--- src/rtl/ahb_arbiter_rr.sv ---
// AHB bus arbiter: round-robin or fixed-priority grant with locked-transfer retention,
// split masking, and a forced re-arbitration limit on undefined-length INCR bursts.
module ahb_arbiter_rr #(
   parameter int unsigned NUM_MASTERS    = 4,
   parameter int unsigned ARB_MODE       = 0,
   parameter int unsigned DEFAULT_MASTER = 0,
   parameter int unsigned INCR_MAX_BEATS = 16,
   localparam int unsigned MW            = $clog2(NUM_MASTERS + 1)
) (
   input  logic                   HCLK,
   input  logic                   HRESETn,
   input  logic [NUM_MASTERS-1:0] HBUSREQ,
   input  logic [NUM_MASTERS-1:0] HLOCK,
   input  logic [NUM_MASTERS-1:0] HSPLIT,
   input  logic [1:0]             HTRANS,
   input  logic [2:0]             HBURST,
   input  logic [1:0]             HRESP,
   input  logic                   HREADY,
   output logic [NUM_MASTERS-1:0] HGRANT,
   output logic [MW-1:0]          HMASTER,
   output logic                   HMASTLOCK
);

   localparam logic [1:0] TransIdle   = 2'b00;
   localparam logic [1:0] TransBusy   = 2'b01;
   localparam logic [1:0] TransNonseq = 2'b10;
   localparam logic [1:0] TransSeq    = 2'b11;
   localparam logic [1:0] RespRetry   = 2'b10;
   localparam logic [1:0] RespSplit   = 2'b11;
   localparam logic [MW-1:0] Dummy    = MW'(NUM_MASTERS);

   logic [MW-1:0]          g_q, g_d, p_q, p_d, hmaster_q, hmaster_d;
   logic [NUM_MASTERS-1:0] m_q, m_d;
   logic [7:0]             c_q, c_d;
   logic                   hmastlock_q, hmastlock_d;

   logic [NUM_MASTERS:0]   req_ext, lock_ext, mask_ext;
   logic [NUM_MASTERS-1:0] cand;
   logic [MW-1:0]          sel_idx;
   logic                   sel_found, beat, split_hit, retry_hit, arb_pt;

   always_comb begin
      req_ext   = {1'b0, HBUSREQ};
      lock_ext  = {1'b0, HLOCK};
      beat      = (HTRANS == TransNonseq) || (HTRANS == TransSeq);
      split_hit = HREADY && (HRESP == RespSplit);
      retry_hit = HREADY && (HRESP == RespRetry);

      c_d = c_q;
      if (HREADY) begin
         case (HTRANS)
            TransIdle: c_d = 8'd0;
            TransNonseq: begin
               case (HBURST)
                  3'b000:         c_d = 8'd1;
                  3'b001:         c_d = 8'(INCR_MAX_BEATS);
                  3'b010, 3'b011: c_d = 8'd4;
                  3'b100, 3'b101: c_d = 8'd8;
                  default:        c_d = 8'd16;
               endcase
            end
            TransSeq: if (c_q != 8'd0) c_d = c_q - 8'd1;
            default: c_d = c_q;
         endcase
      end
      if (retry_hit) c_d = 8'd0;

      arb_pt = HREADY && ((HTRANS == TransIdle) || (beat && (c_q == 8'd1)) ||
               (!req_ext[g_q] && (HTRANS != TransSeq) && (HTRANS != TransBusy)) ||
               (g_q == Dummy));

      // The master being split is excluded from this very arbitration.
      mask_ext = {1'b0, m_q};
      if (split_hit) mask_ext[hmaster_q] = 1'b1;
      cand = HBUSREQ & ~mask_ext[NUM_MASTERS-1:0];

      sel_found = 1'b0;
      sel_idx   = '0;
      if (ARB_MODE == 0) begin
         for (int k = 1; k <= int'(NUM_MASTERS); k++) begin
            for (int i = 0; i < int'(NUM_MASTERS); i++) begin
               if (!sel_found && cand[i] && ((int'(p_q) + k) % int'(NUM_MASTERS) == i)) begin
                  sel_found = 1'b1;
                  sel_idx   = MW'(i);
               end
            end
         end
      end else begin
         for (int i = 0; i < int'(NUM_MASTERS); i++) begin
            if (!sel_found && cand[i]) begin
               sel_found = 1'b1;
               sel_idx   = MW'(i);
            end
         end
      end

      g_d = g_q;
      p_d = p_q;
      if (split_hit || (arb_pt && !retry_hit)) begin
         if (!split_hit && lock_ext[g_q] && req_ext[g_q]) begin
            g_d = g_q;
         end else if (sel_found) begin
            g_d = sel_idx;
            p_d = sel_idx;
         end else if (!mask_ext[DEFAULT_MASTER]) begin
            g_d = MW'(DEFAULT_MASTER);
         end else begin
            g_d = Dummy;
         end
      end

      // Split-resume wins over a same-cycle split.
      m_d = (mask_ext[NUM_MASTERS-1:0]) & ~HSPLIT;

      hmaster_d   = hmaster_q;
      hmastlock_d = hmastlock_q;
      if (HREADY) begin
         hmaster_d   = g_q;
         hmastlock_d = lock_ext[g_q];
      end
   end

   always_ff @(posedge HCLK or negedge HRESETn) begin
      if (!HRESETn) begin
         g_q         <= MW'(DEFAULT_MASTER);
         p_q         <= MW'(NUM_MASTERS - 1);
         m_q         <= '0;
         c_q         <= 8'd0;
         hmaster_q   <= MW'(DEFAULT_MASTER);
         hmastlock_q <= 1'b0;
      end else begin
         g_q         <= g_d;
         p_q         <= p_d;
         m_q         <= m_d;
         c_q         <= c_d;
         hmaster_q   <= hmaster_d;
         hmastlock_q <= hmastlock_d;
      end
   end

   always_comb begin
      HGRANT = '0;
      for (int i = 0; i < int'(NUM_MASTERS); i++) HGRANT[i] = (g_q == MW'(i));
   end

   assign HMASTER   = hmaster_q;
   assign HMASTLOCK = hmastlock_q;

endmodule

--- config.mk ---
export PLATFORM = sky130hd
export DESIGN_NAME = ahb_arbiter_rr
export DESIGN_NICKNAME = d
export VERILOG_FILES = /design/src/rtl/ahb_arbiter_rr.sv
export SDC_FILE = /design/constraint.sdc
export NUM_CORES = 1
export LEC_CHECK = 0
export CORE_ASPECT_RATIO = 0.75
export CORE_MARGIN = 2
export CORE_UTILIZATION = 35
export CTS_CLUSTER_SIZE = 40
export DETAILED_ROUTE_END_ITERATION = 10
export SETUP_SLACK_MARGIN = 0.15
export SYNTH_ARGS = -nofsm -noshare
export SYNTH_HDL_FRONTEND = slang
export SYNTH_SLANG_ARGS = --single-unit
export TNS_END_PERCENT = 100
--- constraint.sdc ---
create_clock -name HCLK -period 2.15 [get_ports HCLK]
set_clock_uncertainty 0.05 [all_clocks]
set_input_delay 0.215 -clock HCLK [delete_from_list [all_inputs] [get_ports HCLK]]
set_output_delay 0.215 -clock HCLK [all_outputs]
set_load 0.02 [all_outputs]
==> reports/qor.csv, run 1 <==
metric;value;unit
run_status;completed;
slew_headroom;0.594;
p_sw_frac;0.392;
setup.worst_path.start;g_q[0];
rsz0062_at_grt;yes;
grt_first_pass_wirelength;6.07;mm
final_hold_viol_count;0;
power_total;1.78;mW
synth_top_flop_cell;sky130_fd_sc_hd__dfrtp_1;
coreArea;4000;um2
die_area;4660;um2
r2r_start;g_q[0];
p_int;1.08;mW
finalSetupViolations;0;
power.ir.vdd_worst;0.000410;V
initial_utilization;0.361;
overflow;0;
route.vias.total;1376;
yosys_warnings;0;
mappedNetlistNets;187;
total_wirelength_of_the_detailed_routed_design;3.73;mm
max_cap_viol_count;0;
core.rowCount;20;
die-width;78.2;um
synthesis.area_per_instance;9.14;um2
drtAntennaViolNets;0;
post_route_cells_drive_above_1_share;0.208;
first_global_vias;1306;
pin_count_of_the_biggest_net_entering_global_routing;14;
drt-vias-per-instance;5.25;
maxClockFrequency;512;MHz
p_seq_frac;0.365;
synth_enable_flop_cells;0;
ys_types;45;
nFillCells;387;
timing.setup.tns;0;ns
htree_levels;1;
final_period_utilization;0.908;
power.combinational.fraction;0.490;
layout.cells.most_common;sky130_fd_sc_hd__clkdlybuf4s50_1;
hpwlAfterDp;2.99;mm
hp-class;primary input to async pin;
reg2reg_to;g_q[1];
tightest_slew;0.607;ns
power.switching;0.697;mW
gp_routability_congestion;0.853;
clk_path_buf_depth;2;
tritoncts_clock_tree;built;
tritoncts.num_buffers;3;
layout_common_cells;sky130_fd_sc_hd__clkdlybuf4s50_1, sky130_fd_sc_hd__buf_4, sky130_fd_sc_hd__dfrtp_1;
r2r_slack;0.20;ns
final.min_clock_period;1.95;ns
drt_pass1_iterations;4;
nets;237;
clk_transition_reported_paths;0.08;ns
criticalPathCategory;flip-flop to flip-flop;
timing.critical_path.fanout_max;5;
skew_pair_late_insertion_delay;0.26;ns
drtIter0Drc;92;
ioPinCount;30;
hold_buffers;0;
routedWlPerCell;14.2;um
drv_slew;0;
synth_area;1440;um2
cp.arrival;2.05;ns
seq_area;529;um2
grt_antenna_before_repair;0;
cts.sink_count;21;
worst_setup_path_start_kind;flip-flop;
die-height;59.6;um
synthesis.instances;158;
pwr-share-clk;0.146;
track_usage;0.166;
cts_root_buf;sky130_fd_sc_hd__clkbuf_8;
cellPowerDensity;888;nW/um2
multi_input_area;831;um2
timing.critical_path.to_type;flip-flop;
post-route-drc-count;0;
synth-async-reset-ratio;1.00;
yosys_register_bits;21;
area_grow_syn2layout;38.8;%
worst-r2r-cell-count;7;
num_antenna_cells;0;
total_leakage_power;0.924;nW
synth_sequential_area_ratio;0.366;
worst_ep_required_time;2.24;ns
io_buffer_count;29;
==> logic make-up (layout without fill, tap and decap cells) <==
kind of cell    count (synthesis)  count (layout)  share of synthesized area
buf+inv                        23              72                     0.0676
fa+ha+maj                       7               7                     0.0607
xor+xnor                        4               4                     0.0243
compound gates                 47              47                      0.253
simple gates                   51              51                      0.176
mux                             5               5                     0.0529
flops                          21              21                      0.366
==> flip-flops by register name, summed over array words and instances, names as in the netlist <==
signal and count:
HMASTER 3, HMASTLOCK 1, p_q 2, c_q 8, g_q 3, m_q 4
==> worst max-delay path, cell delays in order (launching register included) <==
cell	delay, ns
sky130_fd_sc_hd__dfrtp_2	0.45
sky130_fd_sc_hd__mux4_2	0.56
sky130_fd_sc_hd__a211oi_2	0.25
sky130_fd_sc_hd__o21ai_2	0.11
sky130_fd_sc_hd__buf_4	0.14
sky130_fd_sc_hd__buf_4	0.13
sky130_fd_sc_hd__nand3_1	0.07
sky130_fd_sc_hd__o21ai_0	0.07
==> Yosys cell counts (3+ instances only) <==
| cell type | n | area (um2) |
|---|---|---|
| sky130_fd_sc_hd__nor3_1 | 7 | 35.0 |
| sky130_fd_sc_hd__xor2_1 | 4 | 35.0 |
| sky130_fd_sc_hd__inv_1 | 17 | 63.8 |
| sky130_fd_sc_hd__ha_1 | 7 | 87.6 |
| sky130_fd_sc_hd__nand3_1 | 6 | 30.0 |
| sky130_fd_sc_hd__clkbuf_1 | 4 | 15.0 |
| sky130_fd_sc_hd__nor2b_1 | 3 | 18.8 |
| sky130_fd_sc_hd__o21ai_0 | 13 | 65.1 |
| sky130_fd_sc_hd__o211ai_1 | 3 | 22.5 |
| sky130_fd_sc_hd__nand2_1 | 10 | 37.5 |
| sky130_fd_sc_hd__a31oi_1 | 5 | 31.3 |
| sky130_fd_sc_hd__nor3b_1 | 3 | 22.5 |
| sky130_fd_sc_hd__nor2_1 | 15 | 56.3 |
| sky130_fd_sc_hd__a22oi_1 | 3 | 22.5 |
| sky130_fd_sc_hd__dfrtp_1 | 19 | 475 |
==> per-stage QoR <==
stage                     instances  hold slack [ns]  setup WS, ns  instance area, um2  utilization
after CTS                       261            0.300         0.161                1970        0.493
after global routing            262            0.329         0.114                2000        0.501
after floorplan                 158           -0.131         0.213                1440            -
after detailed placement        255            0.441       0.00566                1910        0.478
final                           262            0.284         0.198                2000        0.501
after global placement          255            0.425        0.0299                1910        0.478
==> layout make-up <==
cell class / count / area share
repair buffers: 51 / 0.232
inverters: 17 / 0.0318
multi-input cells: 114 / 0.414
flip-flops and latches: 21 / 0.264
clock inverters: 1 / 0.00250
well taps: 55 / 0.0343
clock buffers: 3 / 0.0206
==> what timing repair did <==
| action | in CTS | in global routing |
|---|---|---|
| setup buffers | 2 | 1 |
| endpoints found under the setup margin | 5 | 7 |
| pin swaps | 1 | 3 |
| gates resized for setup | 1 | 8 |
==> power by group through the flow <==
stage	registers (mW)	logic, mW	clock network [mW]
floorplan	0.622	0.528	0
global placement	0.648	0.836	0
detailed placement	0.654	0.847	0
CTS	0.646	0.870	0.271
global route	0.666	0.962	0.283
finish	0.649	0.871	0.259
==> worst max-delay path by stage <==
stage | to | slack [ns] | cells after the start
after floorplan | p_q[1] | 0.21 | 6
after global placement | g_q[2] | 0.03 | 6
after detailed placement | g_q[2] | 0.006 | 6
after CTS | HGRANT[2] | 0.16 | 3
after global routing | g_q[1] | 0.11 | 7
final | g_q[1] | 0.20 | 7
==> routing by layer <==
layer | up-vias | share of wire | global-route usage
met4 | 0 | 0.0054 | 0.0301
met3 | 2 | 0.043 | 0.0305
met5 | - | 0 | 0
met2 | 33 | 0.44 | 0.264
met1 | 662 | 0.51 | 0.241
li1 | 679 | - | -
Power figures use the tool's default switching activity.
==> run 2: changes to the inputs <==
- ABC_CLOCK_PERIOD_IN_PS: default -> 2150
==> results of run 2 <==
Same layout as run 1: the final DEF is identical, and so are final timing and power.
